<file path="src/rtl/gp_counter.sv">
// General-purpose up/down counter with free-run, modulo and one-shot modes,
// registered terminal-event pulses, sticky flags and a compare output.
module gp_counter #(
  parameter int WIDTH = 16
) (
  input  logic             i_sysclk,
  input  logic             i_sysrst,
  input  logic             i_ld,
  input  logic [WIDTH-1:0] i_ld_data,
  input  logic             i_clr,
  input  logic             i_cnt_en,
  input  logic             i_dir,
  input  logic [1:0]       i_mode,
  input  logic [WIDTH-1:0] i_top,
  input  logic [WIDTH-1:0] i_cmp,
  input  logic             i_flg_clr,
  output logic [WIDTH-1:0] o_cnt,
  output logic             o_ovf_pls,
  output logic             o_unf_pls,
  output logic             o_ovf_flg,
  output logic             o_unf_flg,
  output logic             o_cmp_eq,
  output logic             o_done
);

  localparam logic [WIDTH-1:0] ONE      = WIDTH'(1);
  localparam logic [WIDTH-1:0] ALL_ONES = {WIDTH{1'b1}};

  typedef enum logic {
    ST_RUN  = 1'b0,
    ST_DONE = 1'b1
  } state_t;

  state_t           state_reg, state_next;
  logic [WIDTH-1:0] cnt_reg, cnt_next;
  logic             ovf_pls_reg, unf_pls_reg;
  logic             ovf_flg_reg, unf_flg_reg;
  logic             ovf_ev, unf_ev;
  logic             is_modulo, is_oneshot;

  assign is_modulo  = (i_mode == 2'b01);
  assign is_oneshot = (i_mode == 2'b10);

  always_ff @(posedge i_sysclk or posedge i_sysrst) begin
    if (i_sysrst) begin
      state_reg   <= ST_RUN;
      cnt_reg     <= '0;
      ovf_pls_reg <= 1'b0;
      unf_pls_reg <= 1'b0;
      ovf_flg_reg <= 1'b0;
      unf_flg_reg <= 1'b0;
    end else begin
      state_reg   <= state_next;
      cnt_reg     <= cnt_next;
      ovf_pls_reg <= ovf_ev;
      unf_pls_reg <= unf_ev;
      // A same-cycle event wins over the flag clear for its own flag only.
      ovf_flg_reg <= ovf_ev | (ovf_flg_reg & ~i_flg_clr);
      unf_flg_reg <= unf_ev | (unf_flg_reg & ~i_flg_clr);
    end
  end

  always_comb begin
    state_next = state_reg;
    cnt_next   = cnt_reg;
    ovf_ev     = 1'b0;
    unf_ev     = 1'b0;

    if (i_ld) begin
      cnt_next   = i_ld_data;
      state_next = ST_RUN;
    end else if (i_clr) begin
      cnt_next   = '0;
      state_next = ST_RUN;
    end else if (!is_oneshot) begin
      state_next = ST_RUN;
      if (i_cnt_en) begin
        if (i_dir) begin
          if (is_modulo ? (cnt_reg >= i_top) : (cnt_reg == ALL_ONES)) begin
            cnt_next = '0;
            ovf_ev   = 1'b1;
          end else begin
            cnt_next = cnt_reg + ONE;
          end
        end else begin
          if (cnt_reg == '0) begin
            cnt_next = is_modulo ? i_top : ALL_ONES;
            unf_ev   = 1'b1;
          end else begin
            cnt_next = cnt_reg - ONE;
          end
        end
      end
    end else if (state_reg == ST_RUN && i_cnt_en) begin
      // One-shot: terminal step holds the count and parks in DONE.
      if (i_dir && cnt_reg >= i_top) begin
        state_next = ST_DONE;
        ovf_ev     = 1'b1;
      end else if (!i_dir && cnt_reg == '0) begin
        state_next = ST_DONE;
        unf_ev     = 1'b1;
      end else begin
        cnt_next = i_dir ? cnt_reg + ONE : cnt_reg - ONE;
      end
    end
  end

  assign o_cnt     = cnt_reg;
  assign o_ovf_pls = ovf_pls_reg;
  assign o_unf_pls = unf_pls_reg;
  assign o_ovf_flg = ovf_flg_reg;
  assign o_unf_flg = unf_flg_reg;
  assign o_cmp_eq  = (cnt_reg == i_cmp);
  assign o_done    = (state_reg == ST_DONE);

endmodule

</file>
<file path="config.mk">
export PLATFORM = sky130hd
export DESIGN_NAME = gp_counter
export DESIGN_NICKNAME = d
export VERILOG_FILES = /design/src/rtl/gp_counter.sv
export SDC_FILE = /design/constraint.sdc
export NUM_CORES = 1
export LEC_CHECK = 0
export CAP_MARGIN = 20
export CORE_MARGIN = 3
export CORE_UTILIZATION = 24
export DETAILED_ROUTE_END_ITERATION = 8
export GPL_TIMING_DRIVEN = 0
export SYNTH_ARGS = -nofsm -noshare
export SYNTH_HDL_FRONTEND = slang
export SYNTH_SLANG_ARGS = --single-unit
</file>
<file path="constraint.sdc">
create_clock -name i_sysclk -period 2.8 [get_ports i_sysclk]
set_clock_uncertainty 0.15 [all_clocks]
set_input_delay 0.56 -clock i_sysclk [delete_from_list [all_inputs] [get_ports i_sysclk]]
set_output_delay 0.56 -clock i_sysclk [all_outputs]
set_load 0.02 [all_outputs]
</file>
==> out/summary.log <==
INFO  synthesis      synthMuxAreaShare=0.795%
INFO  final_layout   antenna_cell_count=0
INFO  routing        remaining_drc_errors=0
INFO  synthesis      synth_fa_ha_area_share=8.79%
INFO  final_layout   flow.area_growth_from_synthesis=66.5%
INFO  synthesis      synth_top_flop_cell=dfrtp_1
INFO  setup_path     critical_path_peak_fanout=4
INFO  sta            finalSetupTns=-0.0437ns
INFO  global_routing track_usage=19.1%
INFO  final_layout   fillers=1,062
INFO  sta            timing.fmax=354MHz
INFO  setup_path     timing.critical_path.buf_inv=3
INFO  setup_path     r2r_end=o_cnt[15]$_DFFE_PP0P_
INFO  setup_path     r2r_start=o_cnt[1]$_DFFE_PP0P_
INFO  sta            slew_viol_final=0
INFO  final_layout   final_layout_size_suffix_gt1_share=26.8%
INFO  synthesis      post_synth_edffs=0
INFO  global_routing grt_pass1_vias=3,436
INFO  setup_path     timing.critical_path.to_type=register
INFO  die            start_util=25.2%
INFO  power          power.static_leakage=0.00181uW
INFO  synthesis      combinational_family_with_the_most_area_after_synthesis=simple AND/OR/NAND/NOR gates
INFO  die            design.die.area=12,400um2
INFO  setup_path     crit_path_max_delay_family=compound AO/OA/AOI/OAI gates
INFO  sta            final_critical_path_setup_slack=-0.0252ns
INFO  setup_path     criticalPathCategory=reg -> reg
INFO  synthesis      post_synth_xor_area_fraction=11.8%
INFO  setup_path     max_stage_delay=0.43ns
INFO  sta            setup_viol_count_final=3
INFO  power          p_total=1600uW
INFO  power          power_per_cell_area=360nW/um2
INFO  setup_path     worst_setup_path_start_kind=register
INFO  clock_tree     cts-htree-levels=1
INFO  sta            actual_transition_at_the_worst_max_transition_pin=1.04ns
INFO  die            core_region_area=10,600um2
INFO  synthesis      compound_cell_area_share_of_the_yosys_netlist=24.2%
INFO  setup_path     worst-r2r-setup-slack=-0.03ns
INFO  setup_path     critPathRequiredTime=2.85ns
INFO  global_routing grt_first_pass_wirelength=19.0mm
INFO  die            placementRows=37
INFO  clock_tree     cts.sink_count=21
INFO  sta            timing_hold_violations_final=0
INFO  sta            fin_crit_sh=101%
INFO  synthesis      netlist_area=2680um2
INFO  worst_hold_path classification_of_the_worst_slack_hold_path=reg -> reg
INFO  flow_run       max_cap_violations=0
INFO  clock_tree     clock_insertion_delay_worst_skew=0.28ns
INFO  clock_tree     cts.clk_slew.worst_paths=0.10ns
INFO  setup_path     setup.worst_path.end=o_cnt[15]$_DFFE_PP0P_
INFO  routing        drt-total-wl=12.3mm
INFO  global_routing grt_antenna_before_repair=0
INFO  setup_path     worst_path_most_repeated_cell=buf_6
INFO  clock_tree     holdBufCountCts=0
INFO  routing        drt_iter0_drc=316
INFO  synthesis      synth_seq_area_share=19.6%
INFO  sta            period_minus_slack=2.83ns
INFO  placed_design  gpl.final_weighted_congestion=0.907
INFO  routing        route.detailed.wl_per_inst=20.0um
INFO  die            top_level_ports=79
INFO  die            die_extent_in_x=112um
INFO  global_routing global_route.overflow_total=0
INFO  placed_design  pre_cts_ws=-1.60ns
INFO  sta            setup_repair_after_global_routing_missed_its_margin=yes
INFO  placed_design  port-buffer-count=75
INFO  power          vdd_drop_max=0.145mV
INFO  synthesis      synth_simple_gate_area_share=26.7%
INFO  final_layout   post-route-cell-area=4450um2
INFO  clock_tree     cts_max_path_buffers=2
INFO  synthesis      postSynthCellCount=367
INFO  setup_path     worstRegToRegCells=11
INFO  final_layout   fin_nets=557
INFO  synthesis      ys_seq_elements=21
INFO  routing        avgViaCountPerCell=5.55
INFO  setup_path     crit_path_cell_trace=buf_6 > ha_4 > nor2b_4 > o211a_1 > o311ai_4 > nand4_1 > buf_6 > buf_8 > a31o_4 > or3b_4 > a31oi_1
INFO  setup_path     crit_arrival=2.88ns
INFO  global_routing pin_count_of_the_biggest_net_entering_global_routing=22
INFO  synthesis      asyncSetResetFlopFracSynth=100%
INFO  placed_design  dp_hpwl=8.27mm
INFO  outcome        failing_checks=negative setup slack
INFO  synthesis      yosysUniqueCellTypes=52
INFO  setup_path     crit_path_cell_count=11
INFO  synthesis      synthesis.area_per_instance=7.29um2
INFO  setup_path     crit_start=o_cnt[1]$_DFFE_PP0P_
INFO  sta            worst_slew_margin_rel=30.6%
INFO  clock_tree     tritoncts.num_buffers=3
INFO  synthesis      synth.net_count=442
INFO  die            chipHeight=112um
INFO  routing        first_pass_iters=5
INFO  routing        detail-route-antenna-nets=0
INFO  setup_path     cpMaxStageDelayCell=dfrtp_2
INFO  placed_design  dpl-instance-area=3620um2
INFO  routing        detailroute.via_count=3,427
INFO  clock_tree     clock_tree_from_tritoncts=built
INFO  synthesis      synthesis.yosys.warnings=0
INFO  outcome        outcome=complete, but fails checks
INFO  clock_tree     cts_root_buffer=clkbuf_8
-- area by class of cell --
type	count	area, um2	share of cell area, %
multi-input cells	294	2320	52.0
repair buffers	114	1110	25.0
flip-flops and latches	21	532	11.9
plain buffers	25	180	4.05
well taps	136	170	3.82
inverters	23	96.3	2.16
clock buffers	3	41.3	0.927
clock inverters	1	5.00	0.112
-- Yosys cell counts, drive strengths merged, types with 4 or more instances --
cell / instances / area [um2]
xor2: 11 / 96.3
dfrtp: 21 / 526
inv: 23 / 86.3
nand4: 13 / 81.3
o221ai: 5 / 43.8
clkbuf: 20 / 75.1
o21a: 6 / 45.0
nor2b: 6 / 37.5
xnor2: 25 / 219
ha: 18 / 225
nand2: 40 / 150
o21ai: 10 / 53.8
nor3: 12 / 60.1
nand3: 8 / 40.0
nor2: 37 / 139
a31oi: 10 / 62.6
a21oi: 15 / 75.1
buf: 9 / 53.8
or4: 7 / 60.1
o31ai: 4 / 30.0
or3: 4 / 25.0
o211ai: 14 / 105
nor4: 6 / 37.5
-- state kept, by name, summed over array words and instances (netlist names) --
| signal | count |
|---|---|
| o_done | 1 |
| o_unf_flg | 1 |
| o_ovf_pls | 1 |
| o_ovf_flg | 1 |
| o_cnt | 16 |
| o_unf_pls | 1 |
-- power breakdown --
group / switching, uW / internal [uW]
logic: 518 / 480
registers: 43.6 / 336
clock network: 125 / 100
total: 687 / 916
-- worst min-delay path by stage --
stage / startpoint / endpoint / slack, ns / depth (start not counted)
after floorplan: i_sysrst / o_cnt[10]$_DFFE_PP0P_ / 0.39 / 1
after CTS: o_unf_flg$_DFF_PP0_ / o_unf_flg$_DFF_PP0_ / 0.35 / 1
after detailed placement: o_unf_flg$_DFF_PP0_ / o_unf_flg$_DFF_PP0_ / 0.33 / 1
final: o_ovf_flg$_DFF_PP0_ / o_ovf_flg$_DFF_PP0_ / 0.34 / 1
after global placement: o_ovf_flg$_DFF_PP0_ / o_ovf_flg$_DFF_PP0_ / 0.32 / 1
after global routing: o_unf_flg$_DFF_PP0_ / o_unf_flg$_DFF_PP0_ / 0.37 / 1
-- layer usage --
metal | global-route usage [%] | routed length (um) | vias up
met5 | 0 | 0 | -
met4 | 4.46 | 169 | 0
met3 | 4.95 | 1100 | 21
met2 | 31.5 | 5860 | 187
met1 | 25.2 | 5220 | 1662
li1 | - | - | 1557
-- cell usage in the layout, fill, tap and decap left out, types with 10 or more instances in the layout --
cell type	Yosys	final
clkbuf_1	20	10
nand4_1	13	13
inv_1	23	18
clkdlybuf4s50_1	0	60
nand2_1	40	36
a21oi_1	15	11
o211ai_1	14	14
xnor2_1	25	24
buf_4	0	29
ha_1	18	10
xor2_1	11	11
dfrtp_1	21	16
nor2_1	37	32
dlygate4sd2_1	0	12
-- repair_timing --
item / 4_1_cts / 5_1_grt
cloned: 3 / 0
buffers inserted: 30 / 6
pin swaps: 27 / 23
gates resized for setup: 92 / 42
endpoints found under the setup margin: 20 / 19
-- through the flow --
stage                     utilization, %  hold WS [ns]  std cells
after floorplan                        -         0.386        367
after global placement              34.1         0.316        578
after detailed placement            34.1         0.329        578
after CTS                           40.2         0.349        613
after global routing                42.0         0.366        617
final                               42.0         0.344        617
-- kinds of logic (layout without fill, tap and decap cells) --
family / count (synthesis) / in the layout
simple gates: 145 / 145
fa+ha+maj: 19 / 19
xor+xnor: 36 / 36
compound gates: 92 / 92
flops: 21 / 21
buf+inv: 52 / 166
mux: 2 / 2
No activity file was read; power rests on OpenSTA's default activity.
